`config.mk`:
```
export PLATFORM = sky130hd
export DESIGN_NAME = store_buffer
export DESIGN_NICKNAME = d
export VERILOG_FILES = /design/src/rtl/store_buffer.sv
export SDC_FILE = /design/constraint.sdc
export NUM_CORES = 1
export LEC_CHECK = 0
export CORE_MARGIN = 2
export CORE_UTILIZATION = 49
export DETAILED_ROUTE_END_ITERATION = 10
export HOLD_SLACK_MARGIN = 0.03
export PLACE_DENSITY = 0.89
export SLEW_MARGIN = 25
export SYNTH_ARGS = -nofsm -noshare
export SYNTH_HDL_FRONTEND = slang
export SYNTH_SLANG_ARGS = --single-unit
```
`constraint.sdc`:
```
create_clock -name clk -period 3.4 [get_ports clk]
set_clock_uncertainty 0.05 [all_clocks]
set_input_delay 0.34 -clock clk [delete_from_list [all_inputs] [get_ports clk]]
set_output_delay 0.34 -clock clk [all_outputs]
set_load 0.02 [all_outputs]
```
`src/rtl/store_buffer.sv`:
```
// Store buffer between the MEM stage and datamemory: queues stores, drains them on free port cycles.
// Optional store-to-load forwarding is compiled in when STORE_BUF_FWD_EN is defined.
module store_buffer #(
   parameter int DM_ADDRESS = 9,
   parameter int DATA_W     = 32,
   parameter int DEPTH      = 4
) (
   input  logic                  clk,
   input  logic                  reset,
   input  logic                  st_valid,
   input  logic [DM_ADDRESS-1:0] st_addr,
   input  logic [DATA_W-1:0]     st_data,
   input  logic [2:0]            st_funct3,
   output logic                  st_ready,
   input  logic                  ld_valid,
   input  logic [DM_ADDRESS-1:0] ld_addr,
   input  logic [2:0]            ld_funct3,
   output logic                  ld_stall,
   output logic                  ld_fwd_valid,
   output logic [DATA_W-1:0]     ld_fwd_data,
   output logic                  MemRead,
   output logic                  MemWrite,
   output logic [DM_ADDRESS-1:0] a,
   output logic [DATA_W-1:0]     wd,
   output logic [2:0]            Funct3,
   output logic                  empty
);

   localparam int PW = $clog2(DEPTH);
   localparam int CW = PW + 1;

   logic [DM_ADDRESS-1:0] addr_q [DEPTH];
   logic [DM_ADDRESS-1:0] addr_d [DEPTH];
   logic [DATA_W-1:0]     data_q [DEPTH];
   logic [DATA_W-1:0]     data_d [DEPTH];
   logic [2:0]            f3_q   [DEPTH];
   logic [2:0]            f3_d   [DEPTH];
   logic [PW-1:0]         head_q, head_d, tail_q, tail_d;
   logic [CW-1:0]         count_q, count_d;

   logic          full;
   logic          push;
   logic          drain;
   logic          conflict;
   logic          fwd_hit;
   logic [PW-1:0] young_idx;
   logic [PW-1:0] scan_idx;

   assign full     = (count_q == CW'(DEPTH));
   assign st_ready = !full;
   assign empty    = (count_q == '0);
   assign push     = st_valid && st_ready;

   // Scan oldest to youngest so the last match is the youngest conflicting entry.
   always_comb begin
      conflict  = 1'b0;
      young_idx = '0;
      scan_idx  = '0;
      for (int k = 0; k < DEPTH; k++) begin
         scan_idx = head_q + PW'(k);
         if ((CW'(k) < count_q) &&
             (addr_q[scan_idx][DM_ADDRESS-1:2] == ld_addr[DM_ADDRESS-1:2])) begin
            conflict  = 1'b1;
            young_idx = scan_idx;
         end
      end
   end

`ifdef STORE_BUF_FWD_EN
   assign fwd_hit = ld_valid && conflict && !full && (ld_funct3 == 3'b010) &&
                    (f3_q[young_idx] != 3'b000) && (f3_q[young_idx] != 3'b001) &&
                    (addr_q[young_idx] == ld_addr);
`else
   assign fwd_hit = 1'b0;
`endif

   assign ld_fwd_valid = fwd_hit;
   assign ld_fwd_data  = fwd_hit ? data_q[young_idx] : '0;

   // Port arbitration: a full buffer always drains, then loads, then idle drains.
   always_comb begin
      drain    = 1'b0;
      ld_stall = 1'b0;
      MemRead  = 1'b0;
      a        = '0;
      wd       = '0;
      Funct3   = '0;
      if (full) begin
         drain    = 1'b1;
         ld_stall = ld_valid;
      end else if (ld_valid && conflict && !fwd_hit) begin
         drain    = 1'b1;
         ld_stall = 1'b1;
      end else if (ld_valid && !conflict) begin
         MemRead = 1'b1;
         a       = ld_addr;
         Funct3  = ld_funct3;
      end else if (count_q != '0) begin
         drain = 1'b1;
      end
      if (drain) begin
         a      = addr_q[head_q];
         wd     = data_q[head_q];
         Funct3 = f3_q[head_q];
      end
   end

   assign MemWrite = drain;

   always_comb begin
      addr_d  = addr_q;
      data_d  = data_q;
      f3_d    = f3_q;
      head_d  = head_q;
      tail_d  = tail_q;
      count_d = count_q + CW'(push) - CW'(drain);
      if (push) begin
         addr_d[tail_q] = st_addr;
         data_d[tail_q] = st_data;
         f3_d[tail_q]   = st_funct3;
         tail_d         = tail_q + 1'b1;
      end
      if (drain) begin
         head_d = head_q + 1'b1;
      end
   end

   always_ff @(posedge clk) begin
      if (reset) begin
         head_q  <= '0;
         tail_q  <= '0;
         count_q <= '0;
         for (int i = 0; i < DEPTH; i++) begin
            addr_q[i] <= '0;
            data_q[i] <= '0;
            f3_q[i]   <= '0;
         end
      end else begin
         head_q  <= head_d;
         tail_q  <= tail_d;
         count_q <= count_d;
         for (int i = 0; i < DEPTH; i++) begin
            addr_q[i] <= addr_d[i];
            data_q[i] <= data_d[i];
            f3_q[i]   <= f3_d[i];
         end
      end
   end

endmodule

```
==> results of run 1 <==
==> power by group through the flow <==
stage          logic (mW)  clock network, mW  registers [mW]
6_report             2.47               2.04            2.50
5_1_grt              2.66               2.16            2.52
4_1_cts              2.37               2.08            2.51
3_5_place_dp         2.40                  0            2.55
3_3_place_gp         2.36                  0            2.53
2_1_floorplan        1.68                  0            2.48
==> per-layer routing <==
| layer | track usage [%] | vias up |
|---|---|---|
| li1 | - | 3678 |
| met1 | 31.3 | 3647 |
| met2 | 40.1 | 309 |
| met3 | 4.25 | 36 |
| met4 | 8.58 | 0 |
| met5 | 0 | - |
==> layout make-up <==
type	count	area (um2)
flip-flops and latches	183	3670
clock buffers	23	498
fillers	1520	7090
multi-input cells	778	5000
inverters	15	56.3
repair buffers	163	1430
well taps	229	287
clock inverters	8	119
==> kinds of logic after synthesis <==
| family | after synthesis |
|---|---|
| simple gates | 425 |
| xor+xnor | 29 |
| buf+inv | 133 |
| mux | 76 |
| fa+ha+maj | 9 |
| flops | 183 |
| compound gates | 206 |
| other cells | 1 |
==> worst max-delay path: cells and delay by family (launching register included) <==
kind                   cells  cell delay (ns)
AO/OA/AOI/OAI              4             0.51
XOR/XNOR                   1             0.17
buffers and inverters      4             0.64
flip-flops                 1             0.39
multiplexers               1             0.52
AND/OR/NAND/NOR            1             0.28
==> registers in the layout, indices dropped and copies added (netlist names) <==
name     count
addr_q      36
count_q      3
tail_q       2
head_q       2
data_q     128
f3_q        12
==> cell usage in the layout, fill, tap and decap left out, types with 9 or more instances in the layout <==
cell / Yosys / final
buf_4: 36 / 56
dfxtp_1: 183 / 181
buf_2: 8 / 21
inv_1: 15 / 15
xnor2_1: 16 / 16
conb_1: 1 / 33
mux4_2: 47 / 50
nand2_1: 360 / 360
clkbuf_16: 0 / 17
xor2_1: 13 / 10
nor2_1: 9 / 9
clkdlybuf4s50_1: 0 / 60
a21oi_1: 176 / 176
nor2b_1: 33 / 25
==> timing repair <==
| item | CTS | global route |
|---|---|---|
| pin swaps | 3 | 3 |
| resized for setup | 148 | 70 |
| buffers inserted | 0 | 8 |
| setup endpoints to repair | 46 | 48 |
==> worst min path at each step <==
stage | from | end | slack [ns]
after CTS | data_q[26]$_SDFFE_PP0P_ | data_q[26]$_SDFFE_PP0P_ | 0.40
after detailed placement | data_q[26]$_SDFFE_PP0P_ | data_q[26]$_SDFFE_PP0P_ | 0.39
final | data_q[28]$_SDFFE_PP0P_ | data_q[28]$_SDFFE_PP0P_ | 0.40
after floorplan | addr_q[10]$_SDFFE_PP0P_ | addr_q[10]$_SDFFE_PP0P_ | 0.38
after global placement | data_q[36]$_SDFFE_PP0P_ | data_q[36]$_SDFFE_PP0P_ | 0.39
after global routing | data_q[2]$_SDFFE_PP0P_ | data_q[2]$_SDFFE_PP0P_ | 0.42
==> stage by stage <==
stage          total power, mW  hold WS (ns)  utilization (%)
2_1_floorplan             4.16         0.383                -
4_1_cts                   6.96         0.402             60.7
3_3_place_gp              4.89         0.389             57.5
5_1_grt                   7.34         0.419             60.9
3_5_place_dp              4.95         0.394             57.5
6_report                  7.01         0.401             60.9
==> impl_metrics.yaml, run 1 <==
power:
  switching_share_pct: 33.1
  p_sw_mw: 2.32
  power_frac_seq_pct: 35.6
  powerDensity_mw_per_mm2: 634
  p_int_mw: 4.69
  leakagePower_nw: 3.97
  power_frac_clock_pct: 29.2
  ir_drop_v: 0.000367
  pwr-share-comb_pct: 35.2
worst_setup_path:
  crit_required_ns: 3.01
  critPathLaunch: "head_q[0]$_SDFFE_PP0N_"
  ff2ff_path_depth: 14
  cp_cell_sequence: "buf_6 > mux4_2 > xor2_2 > nor4_2 > o211ai_2 > o311ai_4 > o21bai_4 > buf_12 > buf_12 > o2bb2ai_2 > buf_2"
  endpoint_kind: "output pin"
  start_kind: "register"
  critPathMaxStageDelay_ns: 0.52
  r2r-end: "count_q[1]$_SDFF_PP0_"
  cp_slowest_cell: "mux4_2"
  path_common_cell: "buf_12"
  endpoint: "a[0]"
  path_class: "reg2out"
  arrival_ns: 2.96
  reg2reg_slack_ns: 0.11
  cp_max_fo: 27
  r2r-start: "head_q[0]$_SDFFE_PP0N_"
clocking:
  cts.sink_count: 183
  cts-root-buf: "clkbuf_16"
  cts_tree: "built"
  clk_pin_slew_ns: 0.06
  ctsHoldBuffers: 0
  cts_inserted_buffers: 17
  clk_latency_ns: 0.43
  cts_buffer_depth: 2
  cts_max_level: 4
synth:
  synth_xor_area_share_pct: 2.78
  yosys.area.top_type_share_pct: 40.0
  synth_top_area_cell: "dfxtp_1"
  synth-seq-area-share_pct: 40.0
  synth_cell_types: 53
  ys_top_cells_by_area: "dfxtp_1, nand2_1, mux4_2"
  synthAdderAreaFrac_pct: 1.31
  avgSynthCellArea_um2: 8.62
  synth-compound-area-share_pct: 13.4
  synth_edf_count: 0
  ys.flop_type: "dfxtp_1"
  synth_most_common_cell: "nand2_1"
  yosysWarnings: 0
  synthCells: 1062
  synth_top_family_by_area: "simple AND/OR/NAND/NOR gates"
  synth_seq_cells: 183
  synthSimpleGateAreaFrac_pct: 19.1
  synthTopCellsByCount: "nand2_1, dfxtp_1, a21oi_1"
  synthMuxAreaShare_pct: 15.6
  syn_area_mm2: 0.00915
  synth-async-reset-ratio_pct: 0
min_path:
  hold_path.class: "reg2reg"
  min_path_cells: 2
final_layout:
  drive_gt1_share_pct: 19.8
  final_cells: 1399
  final_area_mm2: 0.0111
  nNetsFinal: 1227
  antenna_cells: 0
  area_growth_pct: 20.9
run:
  max_cap_viol_count: 0
timing:
  hold_violations: 0
  timing.fmax_mhz: 298
  final.min_clock_period_ns: 3.35
  setup_slack_ns: 0.0461
  finalSetupViolations: 0
  fin_crit_sh_pct: 98.6
  slew_viol_final: 0
  slew-limit-headroom_pct: 31.0
  tns_ns: 0
  worst_pin_slew_ns: 1.03
  grt_setup_unrepaired: "true"
routing:
  top_layer: "met4"
  dr.first_iter.drc_count: 668
  route.met3.wl_um: 1760
  wl_met1_um: 9660
  wl_um: 23900
  detail-route-antenna-nets: 0
  firstDrtPassIters: 5
  vias: 7670
  drc_errors: 0
  wl_per_cell_um: 17.1
  vias_per_cell: 5.48
  met2_length_um: 12000
floorplanning:
  start_util_pct: 50.4
  rows: 49
  chipHeight_um: 141
  chipWidth_um: 141
  core_region_area_mm2: 0.0181
  io_pins: 142
  dieArea_mm2: 0.0198
place:
  dpl_cell_area_mm2: 0.0104
  dp.cells: 1360
  dp_hpwl_um: 15100
  pre_cts_ws_ns: -0.0356
  port_buffers: 108
  place_congestion: 0.864
global_routing:
  grt_max_degree: 98
  grt_pass1_wl_um: 37800
  antenna_found_initial: 0
  grt-ovfl-total: 0
  groute.usage.overall_pct: 23.9
  grt_pass1_vias: 7501
outcome:
  status: "finished, final reports clean"
Power figures use the tool's default switching activity.
==> run 2, diff against run 1 <==
--- a/config.mk
+++ b/config.mk
@@ -5,6 +5,7 @@
 export SDC_FILE = /design/constraint.sdc
 export NUM_CORES = 1
 export LEC_CHECK = 0
+export CAP_MARGIN = 10
 export CORE_MARGIN = 2
 export CORE_UTILIZATION = 49
 export DETAILED_ROUTE_END_ITERATION = 10
==> constraint.sdc (replaced) <==
create_clock -name clk -period 3.4 [get_ports clk]
set_clock_uncertainty 0.05 [all_clocks]
set_input_delay 0.34 -clock clk [delete_from_list [all_inputs] [get_ports clk]]
set_output_delay 0.34 -clock clk [all_outputs]
set_load 0.01 [all_outputs]
==> run 2 against run 1 <==
Net effect: the flow now finishes with violations (negative setup slack); die area unchanged; final cell count decreased by 0.21%; first-iteration DRC count increased by 1.3%; total power increased by 1.2%; wire length increased by 3.5%; non-clock buffer count decreased by 4; worst hold slack improved by 0.0011 ns; final area about the same; combinational power decreased by 5%; largest power group unchanged; highest routed layer unchanged.
==> impl_metrics.yaml, run 2 (synthesis gave the netlist of run 1 again) <==
final_layout:
  largest-register: "data_q"
  final_common_cell: "nand2_1"
  postLayoutCoreUtil_pct: 61.0
  final_cell_mix: "nand2_1, dfxtp_1, a21oi_1"
  drive_gt1_share_pct: 17.5
  final_area_mm2: 0.0111
  nNetsFinal: 1223
  nFillCells: 1469
  largestRegisters: "data_q x128, addr_q x36, f3_q x12"
  final_cells: 1396
  antenna_cells: 0
  largest_reg_flops: 128
  area_growth_pct: 20.9
global_routing:
  grt-ovfl-total: 0
  grt_max_degree: 75
  grt_pass1_vias: 7554
  antenna_found_initial: 0
  groute.usage.overall_pct: 24.6
  grt_pass1_wl_um: 38900
timing:
  hold_violations: 0
  fin_crit_sh_pct: 101
  grt_setup_unrepaired: "true"
  holdWs_ns: 0.402
  slew_viol_final: 0
  timing.fmax_mhz: 292
  worst_pin_slew_ns: 0.788
  tns_ns: -0.0399
  final.min_clock_period_ns: 3.43
  finalSetupViolations: 5
  setup_slack_ns: -0.0258
  slew-limit-headroom_pct: 47.5
min_path:
  hold_path.class: "reg2reg"
worst_setup_path:
  endpoint_kind: "output pin"
  arrival_ns: 3.04
  path_class: "reg2out"
  start_kind: "register"
  crit_required_ns: 3.01
  cp_max_fo: 24
routing:
  drc_errors: 0
  firstDrtPassIters: 6
  vias: 7883
  dr.first_iter.drc_count: 677
  wl_um: 24700
  vias_per_cell: 5.65
  wl_per_cell_um: 17.7
  detail-route-antenna-nets: 0
clocking:
  cts.sink_count: 183
  cts_buffer_depth: 2
  cts-root-buf: "clkbuf_16"
  clk_pin_slew_ns: 0.07
  clk_latency_ns: 0.44
  ctsHoldBuffers: 0
  cts_inserted_buffers: 17
  cts_tree: "built"
  cts_max_level: 4
place:
  place_congestion: 0.936
  dpl_cell_area_mm2: 0.0103
  dp.cells: 1352
  pre_cts_ws_ns: 0.000212
  port_buffers: 108
  dp_hpwl_um: 15300
outcome:
  status: "finished with violations"
  violations: "negative setup slack"
floorplanning:
  dieArea_mm2: 0.0198
  core_region_area_mm2: 0.0181
  chipWidth_um: 141
  rows: 49
  chipHeight_um: 141
  start_util_pct: 50.4
  io_pins: 142
run:
  max_cap_viol_count: 0
power:
  leakagePower_nw: 3.97
  finalPower_mw: 7.09
  ir_drop_v: 0.000396
  powerDensity_mw_per_mm2: 641
run 2: path summary, 6_finish.rpt:
kind	startpoint	endpoint	slack [ns]	cells past startpoint
setup / recovery	head_q[0]$_SDFFE_PP0N_	Funct3[1]	-0.03	11
hold / removal	data_q[103]$_SDFFE_PP0P_	data_q[103]$_SDFFE_PP0P_	0.40	2
hold reg to reg	data_q[103]$_SDFFE_PP0P_	data_q[103]$_SDFFE_PP0P_	0.40	2
setup reg to reg	head_q[0]$_SDFFE_PP0N_	count_q[2]$_SDFF_PP0_	0.17	15
run 2: what timing repair did:
item | 4_1_cts | 5_1_grt
pin swaps | 5 | 5
gates resized for setup | 108 | 52
cloned | 1 | 0
setup endpoints to repair | 47 | 48
setup buffers | 7 | 4
run 2: worst max-delay path, stage by stage, from the launching register on:
cell and delay [ns]:
dfxtp_4 0.42, buf_6 0.12, mux4_2 0.50, xor2_1 0.17
nor4_2 0.32, o211ai_2 0.16, o311ai_4 0.13, o21bai_4 0.12
buf_12 0.18, buf_12 0.15, o2bb2ai_2 0.15, buf_2 0.15
run 2: area by class of cell:
| class | count | area (um2) | area share [%] |
|---|---|---|---|
| multi-input combinational | 778 | 4980 | 45.0 |
| sequential | 183 | 3670 | 33.2 |
| timing repair buffer | 159 | 1390 | 12.6 |
| clock buffer | 17 | 425 | 3.85 |
| tap | 229 | 287 | 2.59 |
| clock inverter | 15 | 251 | 2.27 |
| inverter | 15 | 56.3 | 0.509 |
run 2: power by group:
group	switching (mW)	internal [mW]	total [mW]
logic	1.29	1.06	2.35
registers	0.149	2.35	2.50
clock network	0.857	1.38	2.24
total	2.30	4.79	7.09
run 2: per-layer routing:
layer  part of all wire (%)  vias up  global-route usage (%)  wire (um)
li1                       -     3685                       -          -
met2                     50      377                    41.6      12300
met4                    1.7        0                    8.11        423
met5                      0        -                       0          0
met3                    7.7       39                    5.16       1900
met1                     41     3782                    31.6      10100
==> run 3, diff against run 2 <==
--- a/config.mk
+++ b/config.mk
@@ -11,6 +11,7 @@
 export DETAILED_ROUTE_END_ITERATION = 10
 export HOLD_SLACK_MARGIN = 0.03
 export PLACE_DENSITY = 0.89
+export REMOVE_ABC_BUFFERS = 1
 export SLEW_MARGIN = 25
 export SYNTH_ARGS = -nofsm -noshare
 export SYNTH_HDL_FRONTEND = slang
==> run 3 against run 2 <==
Net effect: the flow still finishes with violations (negative setup slack); critical path depth rose by 4; worst hold slack worse by 0.010 ns; fmax shrank 1.3%; critical path type is now reg2reg.
==> impl_metrics.yaml, run 3 (synthesis gave the netlist of run 1 again) <==
clocking:
  clk_latency_ns: 0.43
  cts-root-buf: "clkbuf_16"
  ctsHoldBuffers: 0
  cts_max_level: 4
  clk_pin_slew_ns: 0.07
  cts_tree: "built"
  cts_inserted_buffers: 17
  cts.sink_count: 183
  cts_buffer_depth: 2
routing:
  dr.first_iter.drc_count: 827
  wl_per_cell_um: 17.8
  detail-route-antenna-nets: 0
  vias: 7893
  drc_errors: 0
  wl_um: 24900
  vias_per_cell: 5.66
  firstDrtPassIters: 5
power:
  powerDensity_mw_per_mm2: 627
  ir_drop_v: 0.000363
  leakagePower_nw: 4.38
global_routing:
  met1_usage_pct: 31.2
  grt_max_degree: 117
  groute.usage.overall_pct: 24.5
  grt_util_met2_pct: 41.2
  grt_pass1_wl_um: 38500
  antenna_found_initial: 1
  grt-ovfl-total: 0
  grt_pass1_vias: 7572
  met3_usage_pct: 5.43
  grt-busiest-layer: "met2"
worst_setup_path:
  cp_cell_sequence: "buf_6 > clkbuf_16 > mux4_2 > xor2_1 > nor2_1 > o211ai_2 > o311ai_4 > o21bai_4 > inv_1 > ha_1 > inv_1 > ha_1 > fa_1 > xor2_1 > nor2_1"
  path_class: "reg2reg"
  crit_required_ns: 3.64
  cp_max_fo: 7
  critPathLaunch: "head_q[0]$_SDFFE_PP0N_"
  endpoint_kind: "register"
  critPathMaxStageDelay_ns: 0.53
  cp_slowest_cell: "mux4_2"
  r2r-start: "head_q[0]$_SDFFE_PP0N_"
  arrival_ns: 3.71
  start_kind: "register"
floorplanning:
  io_pins: 142
  start_util_pct: 50.4
  core_region_area_mm2: 0.0181
  chipWidth_um: 141
  dieArea_mm2: 0.0198
  rows: 49
  chipHeight_um: 141
timing:
  final.min_clock_period_ns: 3.47
  slew_viol_final: 0
  setup_slack_ns: -0.0700
  slew-limit-headroom_pct: 41.5
  tns_ns: -0.180
  finalSetupViolations: 11
  timing.fmax_mhz: 288
  worst_pin_slew_ns: 0.878
  holdWs_ns: 0.392
  fin_crit_sh_pct: 102
  grt_setup_unrepaired: "true"
  hold_violations: 0
outcome:
  violations: "negative setup slack"
  status: "finished with violations"
min_path:
  hold_path.class: "in2reg"
  holdCritStartpoint: "reset"
final_layout:
  area_growth_pct: 22.2
  antenna_cells: 0
  largest_reg_flops: 128
  largest-register: "data_q"
  drive_gt1_share_pct: 16.9
  largestRegisters: "data_q x128, addr_q x36, f3_q x12"
  final_common_cell: "nand2_1"
  nNetsFinal: 1222
  final_cell_mix: "nand2_1, dfxtp_1, a21oi_1"
place:
  dp_hpwl_um: 14900
  port_buffers: 108
  place_congestion: 0.942
run:
  max_cap_viol_count: 0
[run 3: cell count changes in the layout (fill, tap and decap cells not counted), sizes merged, moves of 4 or more]
cell           change
buf               -17
clkbuf             +4
clkdlybuf4s15      -5
clkinv             -4
dlygate4sd2        -9
dlymetal6s2s      +29
[run 3: critical path: cells and delay by family, from the launching register on]
kind            cells  cell delay (ns)
fa+ha+maj           3             0.88
buf+inv             4             0.47
compound gates      3             0.51
xor+xnor            2             0.35
flops               1             0.40
mux                 1             0.53
simple gates        2             0.15
[run 3: per-stage QoR]
step / cell area [um2] / power [mW] / cells / setup WS [ns] / utilization, %
CTS: 11100 / 6.93 / 1391 / -0.260 / 61.0
finish: 11200 / 7.01 / 1395 / -0.0700 / 61.6
detailed placement: 10300 / 4.77 / 1348 / -0.00298 / 56.8
global placement: 10300 / 4.71 / 1348 / 0.0528 / 56.8
global route: 11200 / 7.32 / 1395 / -0.140 / 61.6
floorplan: 8610 / 3.87 / 976 / -2.41 / -
[run 3: report_power, final]
group | leakage (nW) | switching [mW] | internal [mW]
logic | 2.59 | 1.31 | 1.09
clock network | 0.300 | 0.854 | 1.25
registers | 1.49 | 0.154 | 2.35
[run 3: repair_timing]
item,4_1_cts,5_1_grt
resized for setup,17,80
endpoints found under the setup margin,47,48
pin swaps,4,2
setup buffers,11,3
cloned,0,1
[run 3: metal layers]
| layer | vias to the layer above | wire length, um |
|---|---|---|
| met5 | - | 0 |
| met4 | 0 | 620 |
| met3 | 52 | 1940 |
| met2 | 365 | 12200 |
| met1 | 3797 | 10100 |
| li1 | 3679 | - |
[run 3: layout make-up]
class,instances,area (um2)
Clock buffer,20,479
Clock inverter,12,160
Inverter,15,56.3
Timing Repair Buffer,158,1530
Sequential cell,183,3670
Multi-Input combinational cell,778,5000
Tap cell,229,287
Fill cell,1450,6970
[run 3: path summary, 6_finish.rpt]
path | to | slack (ns) | depth (start not counted)
min | data_q[3]$_SDFFE_PP0P_ | 0.39 | 2
min reg2reg | data_q[106]$_SDFFE_PP0P_ | 0.40 | 2
max | count_q[2]$_SDFF_PP0_ | -0.07 | 15
max reg2reg | count_q[2]$_SDFF_PP0_ | -0.07 | 15
